==> config.mk <==
export PLATFORM = sky130hd
export DESIGN_NAME = cla6_bit
export DESIGN_NICKNAME = d
export VERILOG_FILES = /design/src/rtl/cla6_bit_cla3_block.sv /design/src/rtl/cla6_bit.sv
export SDC_FILE = /design/constraint.sdc
export NUM_CORES = 1
export LEC_CHECK = 0
export BUFFER_PORTS_ARGS = -buffer_cell sky130_fd_sc_hd__buf_2
export CORE_AREA = 2 2 39 41
export DETAILED_ROUTE_END_ITERATION = 8
export DIE_AREA = 0 0 41 43
export SLEW_MARGIN = 25
export SYNTH_ARGS = -nofsm -noshare
export SYNTH_HDL_FRONTEND = slang
export SYNTH_SLANG_ARGS = --single-unit
==> constraint.sdc <==
create_clock -name clk -period 0.8 [get_ports clk]
set_clock_uncertainty 0.2 [all_clocks]
set_input_delay 0.16 -clock clk [delete_from_list [all_inputs] [get_ports clk]]
set_output_delay 0.16 -clock clk [all_outputs]
set_load 0.1 [all_outputs]
==> src/rtl/cla6_bit_cla3_block.sv <==
// cla3_block -- 3-bit carry-lookahead slice.
// Forms per-bit generate/propagate, computes its two internal carries as
// flat sums of products from cin, and exports group generate/propagate
// so a second-level lookahead unit can produce the carry into the next slice.
//
// Ports:
//   a[2:0], b[2:0] : addend bits for this slice
//   cin            : carry into bit 0 of the slice
//   s[2:0]         : sum bits of the slice
//   G              : group generate (slice produces a carry by itself)
//   P              : group propagate (slice passes cin straight through)
module cla3_block (
  input  logic [2:0] a,
  input  logic [2:0] b,
  input  logic       cin,
  output logic [2:0] s,
  output logic       G,
  output logic       P
);

  logic [2:0] g;
  logic [2:0] p;
  logic [2:0] c;

  assign g = a & b;
  assign p = a ^ b;

  // Each carry is expanded directly from cin; none depends on a neighbouring
  // carry, so the slice has no ripple path.
  assign c[0] = cin;
  assign c[1] = g[0] | (p[0] & cin);
  assign c[2] = g[1] | (p[1] & g[0]) | (p[1] & p[0] & cin);

  assign s = p ^ c;

  assign G = g[2] | (p[2] & g[1]) | (p[2] & p[1] & g[0]);
  assign P = &p;

endmodule

==> src/rtl/cla6_bit.sv <==
// cla6_bit -- 6-bit two-level carry-lookahead adder with a registered output.
// Two cla3_block slices cover bits [2:0] and [5:3]; a second-level lookahead
// unit derives the carry into the upper slice and the final carry-out from
// the group generate/propagate terms. Result is registered: 1-cycle latency,
// new operation every cycle, no enable.
//
// Ports:
//   A[5:0], B[5:0] : unsigned addends
//   c0             : carry-in
//   S[5:0]         : registered sum (A+B+c0) mod 64
//   c_out          : registered carry-out (sum bit 6)
//   clk            : rising-edge clock for the output register
//   rst_n          : asynchronous active-low reset, clears S and c_out
module cla6_bit (
  input  logic [5:0] A,
  input  logic [5:0] B,
  input  logic       c0,
  output logic [5:0] S,
  output logic       c_out,
  input  logic       clk,
  input  logic       rst_n
);

  localparam int WIDTH = 6;

  logic             g_lo;
  logic             p_lo;
  logic             g_hi;
  logic             p_hi;
  logic             c3;
  logic [WIDTH-1:0] sum_p0;
  logic             cout_p0;

  cla3_block u_lo (
    .a   (A[2:0]),
    .b   (B[2:0]),
    .cin (c0),
    .s   (sum_p0[2:0]),
    .G   (g_lo),
    .P   (p_lo)
  );

  cla3_block u_hi (
    .a   (A[5:3]),
    .b   (B[5:3]),
    .cin (c3),
    .s   (sum_p0[5:3]),
    .G   (g_hi),
    .P   (p_hi)
  );

  // Second-level lookahead: both group carries come straight from c0 and
  // the group terms, so carry-out does not wait on the upper slice's cin.
  assign c3      = g_lo | (p_lo & c0);
  assign cout_p0 = g_hi | (p_hi & g_lo) | (p_hi & p_lo & c0);

  // ---- stage p0 -> output register ----
  always_ff @(posedge clk or negedge rst_n) begin
    if (!rst_n) begin
      S     <= '0;
      c_out <= 1'b0;
    end else begin
      S     <= sum_p0;
      c_out <= cout_p0;
    end
  end

endmodule

==> flow_metrics.tcl, run 1 <==
set metrics [dict create \
    status "complete, but fails checks" \
    violations "setup timing" \
    pwr-share-seq_pct 26.6 \
    synth_cell_types 11 \
    antennaDiodeCount 0 \
    crit_path_start "A[2]" \
    p_sw_share_pct 42.85 \
    remaining_drc_errors 0 \
    clock-root-buffer "clkbuf_4" \
    setup_viol 14 \
    yosys.area.top_type_share_pct 42.68 \
    dpl.hpwl_um 662 \
    cts_tree "yes" \
    clock_path_buffers 2 \
    p_clk_share_pct 15.8 \
    p_per_area_nw_per_um2 2211 \
    final.setup.tns_ps -5808 \
    grt_usage_pct 13.12 \
    crit_family "adder cells" \
    endpoint_kind "flip-flop" \
    finalMaxSlewViolations 0 \
    power_switching_mw 0.8344 \
    netlist_instances 32 \
    cp-start-kind "input port" \
    h-tree-depth 1 \
    grt_max_degree 8 \
    syn_nets 55 \
    place_congestion 0.6512 \
    rows 14 \
    fin_crit_ps 1367 \
    syn2layout_area_growth_pct 114.6 \
    dieArea_um2 1763 \
    max_stage_delay_ps 340 \
    slew_headroom_pct 89.69 \
    drt_iter0_drc 0 \
    antenna_found_initial 0 \
    io_pins 22 \
    cp_cell_sequence "buf_6 > ha_4 > a41oi_2 > o21ai_2 > fa_2 > xor2_1" \
    rsz0062_at_grt "true" \
    first_global_vias 363 \
    die_h_um 43 \
    grt_first_pass_wirelength_um 1511 \
    clk_pin_slew_ps 50 \
    pwr-share-comb_pct 57.5 \
    crit_end "S[4]$_DFF_PN0_" \
    ys_warn_count 0 \
    avgSynthCellArea_um2 12.82 \
    initial_utilization_pct 29.66 \
    worstPathArrival_ps 1300 \
    ir_worst_vdd_v 0.0008248 \
    ant_nets 0 \
    worst-setup-path-type "input port to flip-flop" \
    hold_viol_final 0 \
    chipWidth_um 41 \
    fmax_mhz 731.3 \
    ys_ff_latch 7 \
    finalNetCount 90 \
    first_pass_iters 1 \
    cp.required_ps 730 \
    cts.sinks 7 \
    synth_area_um2 410.4 \
    fin_crit_sh_pct 170.9 \
    cell_internal_pwr_mw 1.113 \
    grt-ovfl-total 0 \
    coreArea_um2 1384 \
    via_count 363 \
    worst_slack_ps -567.4 \
    holdCritPathClass "input port to flip-flop" \
    synth-seq-area-share_pct 42.68 \
    leakagePower_nw 0.4090 \
    wirelength_um 827 \
    crit_fanout 3 \
    mostFrequentLayoutCells "buf_2 (9), dfrtp_4 (7), buf_12 (7)" \
    wl_per_cell_um 10.09 \
    final_common_cell "buf_2" \
    viasPerCell 4.427 \
    cts_buffers 3 \
    cap_violations 0 \
    portBuffers 21 \
    hold_ws_ps 36.09 \
    crit_slowest_cell "fa_2" \
    worst_slew_pin_slew_ps 154.6 \
    yosys.area.top_type "dfrtp_1" \
    synth_area_leaders "dfrtp_1 (43%), ha_1 (18%), fa_1 (9.8%), a21o_1 (5.5%), inv_1 (4.6%)" \
    hp-start "B[5]" \
    crit_cells 6 \
    drive_gt1_share_pct 78.79 \
    crit_buf_inv 1 \
]
-- timing repair --
item                       CTS  global route
hold endpoints to repair     7             0
setup endpoints to repair   14            14
resized for setup           11             5
buffers inserted             1             1
pin swaps                   11             5
hold buffers                 1             0
cloned                       0             0
-- layout make-up --
| type | instances | area [um2] |
|---|---|---|
| clock buffer | 4 | 26.28 |
| timing repair buffer | 30 | 330.3 |
| multi-input combinational | 20 | 274.0 |
| inverter | 5 | 28.78 |
| fill | 98 | 503.0 |
| sequential | 7 | 201.4 |
| tap | 16 | 20.02 |
-- cell families after synthesis --
logic type                 Yosys count  synth area share, %
buffers and inverters                5                4.574
xor gates and xnor gates             4                8.538
DFF                                  7                42.68
AOI/OAI and AO/OA                    8                16.16
adders and majority gates            8                28.05
-- routing by layer --
layer  vias to the layer above  part of all wire [%]  routed length [um]  GRT usage [%]
li1                        177                     -                   -              -
met1                       171                    34                 283          16.11
met2                        13                    59                 485          18.44
met3                         2                   3.7                  31          1.571
met4                         0                   3.3                  27          12.67
met5                         -                     0                   0              0
-- cell usage after synthesis --
| cell type | number |
|---|---|
| dfrtp_1 | 7 |
| ha_1 | 6 |
| inv_1 | 5 |
| a21o_1 | 3 |
| a21oi_1 | 2 |
| fa_1 | 2 |
| xnor2_1 | 2 |
| xor2_1 | 2 |
| a31o_1 | 1 |
| a41oi_2 | 1 |
| o21ai_2 | 1 |
-- state kept, by name (all words and copies together), names as in the netlist --
| signal | flops |
|---|---|
| S | 6 |
| c_out | 1 |
-- power by group through the flow --
stage | logic (mW) | clock network, mW | registers (mW)
floorplan | 0.153 | 0 | 0.997
global placement | 1.05 | 0 | 0.525
detailed placement | 1.06 | 0 | 0.528
CTS | 1.10 | 0.320 | 0.521
global route | 1.17 | 0.348 | 0.522
finish | 1.12 | 0.309 | 0.519
-- how the worst min path moves through the flow --
stage / slack, ps / end / cells after the start
final: 40 / c_out$_DFF_PN0_ / 3
after global routing: 50 / S[5]$_DFF_PN0_ / 3
after CTS: 30 / c_out$_DFF_PN0_ / 3
after detailed placement: -210 / S[0]$_DFF_PN0_ / 1
after global placement: -210 / S[0]$_DFF_PN0_ / 1
after floorplan: -340 / S[0]$_DFF_PN0_ / 0
-- per-stage QoR --
| stage | setup slack [ps] | std cells | utilization, % | area, um2 | power [mW] |
|---|---|---|---|---|---|
| final | -567.4 | 82 | 63.65 | 880.8 | 1.947 |
| after global routing | -576.8 | 82 | 63.65 | 880.8 | 2.042 |
| after CTS | -550.6 | 82 | 62.48 | 864.6 | 1.945 |
| after detailed placement | -840.4 | 76 | 55.61 | 769.5 | 1.587 |
| after global placement | -829.9 | 76 | 55.61 | 769.5 | 1.578 |
| after floorplan | -688.3 | 32 | - | 486.7 | 1.150 |
Power figures use the tool's default switching activity.
==> run 2, diff against run 1 <==
--- a/config.mk
+++ b/config.mk
@@ -6,9 +6,9 @@
 export NUM_CORES = 1
 export LEC_CHECK = 0
 export BUFFER_PORTS_ARGS = -buffer_cell sky130_fd_sc_hd__buf_2
-export CORE_AREA = 2 2 39 41
+export CORE_MARGIN = 2
+export CORE_UTILIZATION = 30
 export DETAILED_ROUTE_END_ITERATION = 8
-export DIE_AREA = 0 0 41 43
 export SLEW_MARGIN = 25
 export SYNTH_ARGS = -nofsm -noshare
 export SYNTH_HDL_FRONTEND = slang
==> flow_metrics.tcl, run 2 (synthesis results as in run 1) <==
set metrics [dict create \
    violations "setup timing" \
    syn2layout_area_growth_pct 110.7 \
    rsz0062_at_grt "true" \
    slew_headroom_pct 90.03 \
    status "complete, but fails checks" \
    largest_reg_flops 6 \
    cts_buffers 3 \
    final_area_um2 864.6 \
    first_pass_iters 2 \
    clock_path_buffers 2 \
    initial_utilization_pct 31.94 \
    endpoint_kind "flip-flop" \
    reg_top3 "S x6, c_out x1" \
    place_inst 75 \
    drt_iter0_drc 2 \
    worst_slack_ps -550.8 \
    die_h_um 40.99 \
    cp.required_ps 740 \
    leakagePower_nw 0.4008 \
    worst-setup-path-type "input port to flip-flop" \
    hold_viol_final 0 \
    final_common_cell "buf_2" \
    chipWidth_um 40.99 \
    coreArea_um2 1285 \
    dieArea_um2 1680 \
    top_register "S" \
    holdCritPathClass "input port to flip-flop" \
    setup_viol 14 \
    fin_crit_ps 1351 \
    p_per_area_nw_per_um2 2242 \
    grt_first_pass_wirelength_um 1428 \
    finalMaxSlewViolations 0 \
    portBuffers 21 \
    antenna_found_initial 0 \
    cp_cell_sequence "buf_6 > ha_4 > a41oi_2 > o21ai_2 > fa_2 > xor2_1" \
    viasPerCell 4.432 \
    dpl_cell_area_um2 768.2 \
    wirelength_um 834 \
    post-route-util_pct 67.28 \
    cts.sinks 7 \
    instances_no_fill 81 \
    rows 13 \
    mostFrequentLayoutCells "buf_2 (9), dfrtp_4 (7), buf_12 (7)" \
    crit_fanout 3 \
    ant_nets 0 \
    cp-start-kind "input port" \
    drive_gt1_share_pct 77.27 \
    clk_pin_slew_ps 50 \
    multi_input_area_um2 266.5 \
    seq_area_um2 201.4 \
    fmax_mhz 740.3 \
    io_pins 22 \
    first_global_vias 351 \
    max_stage_delay_ps 340 \
    dpl.hpwl_um 709.8 \
    hold_ws_ps 34.85 \
    worstPathArrival_ps 1290 \
    total_power_mw 1.938 \
    cts_tree "yes" \
    ir_worst_vdd_v 0.0008802 \
    grt_usage_pct 14.55 \
    place_congestion 0.7684 \
    worst_slew_pin_slew_ps 148.5 \
    crit_slowest_cell "fa_2" \
    cap_violations 0 \
    wl_per_cell_um 10.30 \
    finalNetCount 90 \
    fin_crit_sh_pct 168.9 \
    antennaDiodeCount 0 \
    grt_max_degree 8 \
    nFillCells 95 \
    clock-root-buffer "clkbuf_4" \
    remaining_drc_errors 0 \
    via_count 359 \
    grt-ovfl-total 0 \
    h-tree-depth 1 \
]
run 2: metrics by stage:
stage	TNS [ps]	setup slack [ps]
floorplan	-4321	-688.3
global placement	-5935	-832.0
detailed placement	-5987	-849.8
CTS	-5773	-541.4
global route	-6033	-558.5
finish	-5770	-550.8
run 2: cell type report:
type	count	area share, %
repair buffers	30	37.34
clock buffers	4	3.039
well taps	15	2.171
flip-flops and latches	7	23.30
multi-input cells	20	30.82
inverters	5	3.329
run 2: critical path, delay by kind of cell:
kind	cells	cell delay, ps
buffers and inverters	1	100
XOR/XNOR	1	160
adder cells (fa/ha/maj)	2	570
AO/OA/AOI/OAI	2	290
run 2: final timing paths:
check	start	to	depth (start not counted)
worst max-delay path	B[2]	S[4]$_DFF_PN0_	6
worst min-delay path	B[5]	c_out$_DFF_PN0_	3
max in group asynchronous	rst_n	S[1]$_DFF_PN0_	2
min in group asynchronous	rst_n	c_out$_DFF_PN0_	2
run 2: timing repair:
| item | in CTS | in global routing |
|---|---|---|
| buffers inserted | 1 | 0 |
| pin swaps | 11 | 2 |
| hold endpoints to repair | 7 | 0 |
| hold buffers | 1 | 0 |
| setup endpoints to repair | 14 | 14 |
| gates resized for setup | 9 | 3 |
run 2: where the power goes:
| part | internal, mW | leakage, nW | switching, mW |
|---|---|---|---|
| Clock | 0.190 | 0.0150 | 0.125 |
| Combinational | 0.447 | 0.310 | 0.658 |
| Sequential | 0.465 | 0.0755 | 0.0536 |
run 2: metal layers:
layer | vias to the layer above | global-route usage, % | wire length, um
met3 | 4 | 3.261 | 35
met5 | - | 0 | 0
met1 | 165 | 14.53 | 320
met2 | 14 | 22.66 | 433
met4 | 0 | 17.50 | 44
li1 | 176 | - | -
==> run 3, diff against run 2 <==
--- a/config.mk
+++ b/config.mk
@@ -9,6 +9,7 @@
 export CORE_MARGIN = 2
 export CORE_UTILIZATION = 30
 export DETAILED_ROUTE_END_ITERATION = 8
+export GPL_TIMING_DRIVEN = 0
 export SLEW_MARGIN = 25
 export SYNTH_ARGS = -nofsm -noshare
 export SYNTH_HDL_FRONTEND = slang
==> constraint.sdc (replaced) <==
create_clock -name clk -period 0.8 [get_ports clk]
set_clock_uncertainty 0.2 [all_clocks]
set_input_delay 0.12 -clock clk [delete_from_list [all_inputs] [get_ports clk]]
set_output_delay 0.12 -clock clk [all_outputs]
set_load 0.1 [all_outputs]
==> flow_metrics.tcl, run 3 (synthesis results as in run 1) <==
set metrics [dict create \
    status "complete, but fails checks" \
    violations "hold timing, setup timing" \
    coreArea_um2 1285 \
    holdCritPathClass "input port to flip-flop" \
    cell_internal_pwr_mw 1.085 \
    worst_slack_ps -509.8 \
    ant_nets 0 \
    place_congestion 0.6643 \
    chipWidth_um 40.99 \
    worst-setup-path-type "input port to flip-flop" \
    total_power_mw 1.908 \
    wirelength_um 808 \
    syn2layout_area_growth_pct 103.0 \
    power_switching_mw 0.8230 \
    p_clk_share_pct 16.0 \
    dieArea_um2 1680 \
    cts_tree "yes" \
    largest_reg_flops 6 \
    grt_max_degree 8 \
    hold_viol_final 1 \
    dpl.hpwl_um 638.4 \
    worst_slew_pin_slew_ps 160.3 \
    setup_viol 14 \
    worstPathArrival_ps 1240 \
    initial_utilization_pct 31.94 \
    first_global_vias 314 \
    io_pins 22 \
    hold_ws_ps -4.589 \
    cts.sinks 7 \
    pwr-share-seq_pct 27.3 \
    endpoint_kind "flip-flop" \
    clock-root-buffer "clkbuf_4" \
    place_inst 68 \
    pwr-share-comb_pct 56.7 \
    p_per_area_nw_per_um2 2289 \
    h-tree-depth 1 \
    cp-start-kind "input port" \
    leakagePower_nw 0.3793 \
    reg_top3 "S x6, c_out x1" \
    mostFrequentLayoutCells "dfrtp_4 (7), buf_6 (7), buf_2 (7), buf_12 (7)" \
    final_area_um2 833.3 \
    slew_headroom_pct 89.32 \
    rows 13 \
    drive_gt1_share_pct 75.41 \
    finalNetCount 85 \
    grt_first_pass_wirelength_um 1173 \
    grt-ovfl-total 0 \
    fmax_mhz 763.5 \
    crit_end "S[4]$_DFF_PN0_" \
    holdPathStages 3 \
    dpl_cell_area_um2 610.6 \
    crit_fanout 3 \
    finalMaxSlewViolations 0 \
    remaining_drc_errors 0 \
    rsz0062_at_grt "true" \
    top_register "S" \
    wl_per_cell_um 10.63 \
    via_count 341 \
    die_h_um 40.99 \
    cp.required_ps 730 \
    fin_crit_sh_pct 163.7 \
    first_pass_iters 2 \
    p_sw_share_pct 43.14 \
    crit_path_start "B[2]" \
    cap_violations 0 \
    antennaDiodeCount 0 \
    grt_usage_pct 11.68 \
    cts_buffers 3 \
    antenna_found_initial 0 \
    drt_iter0_drc 1 \
    portBuffers 21 \
    ir_worst_vdd_v 0.0009143 \
    clock_path_buffers 2 \
    nFillCells 94 \
    fin_crit_ps 1310 \
    instances_no_fill 76 \
    viasPerCell 4.487 \
    clk_pin_slew_ps 50 \
]
run 3: cell types whose count changed in the layout (fill, tap and decap cells not counted), sizes merged:
cell	previous run	this run
buf	29	24
run 3: power groups by stage:
stage               clock, mW  combinational [mW]  sequential, mW
floorplan                   0               0.153           0.997
global placement            0               0.806           0.484
detailed placement          0               0.813           0.487
CTS                     0.323                1.07           0.523
global route            0.350                1.14           0.525
finish                  0.305                1.08           0.521
run 3: repair_timing:
action,in CTS,in global routing
pin swaps,8,5
setup buffers,2,1
hold endpoints to repair,9,0
hold buffers,1,0
cloned,0,0
setup endpoints to repair,14,14
gates resized for setup,38,4
run 3: how the worst min path moves through the flow:
stage	from	to	slack, ps
finish	B[5]	c_out$_DFF_PN0_	-5
global placement	rst_n	S[0]$_DFF_PN0_	-250
detailed placement	rst_n	S[0]$_DFF_PN0_	-240
global route	B[5]	S[5]$_DFF_PN0_	6
CTS	B[5]	c_out$_DFF_PN0_	-20
floorplan	rst_n	S[0]$_DFF_PN0_	-380
run 3: per-stage QoR:
stage | setup slack (ps) | setup TNS (ps) | util (%)
3_3_place_gp | -809.2 | -6351 | 47.52
2_1_floorplan | -648.3 | -3761 | -
6_report | -509.8 | -4958 | 64.85
5_1_grt | -522.0 | -5248 | 64.85
3_5_place_dp | -823.8 | -6406 | 47.52
4_1_cts | -496.0 | -5010 | 62.80
run 3: cell type report:
type                    count  area (um2)  area share, %
well taps                  15       18.77          2.252
multi-input cells          20       266.5          31.98
flip-flops and latches      7       201.4          24.17
repair buffers             25       294.0          35.29
inverters                   5       26.28          3.153
clock buffers               4       26.28          3.153
run 3: metal layers:
layer	wire, um	global-route usage [%]	vias up
li1	-	-	167
met1	269	10.40	160
met2	490	21.09	12
met3	28	0	2
met4	19	15.00	0
met5	0	0	-
run 3: critical path, stage by stage:
cell     delay (ps)
buf_6            90
ha_4            240
a41oi_2         200
o21ai_2          90
fa_2            340
xor2_1          140
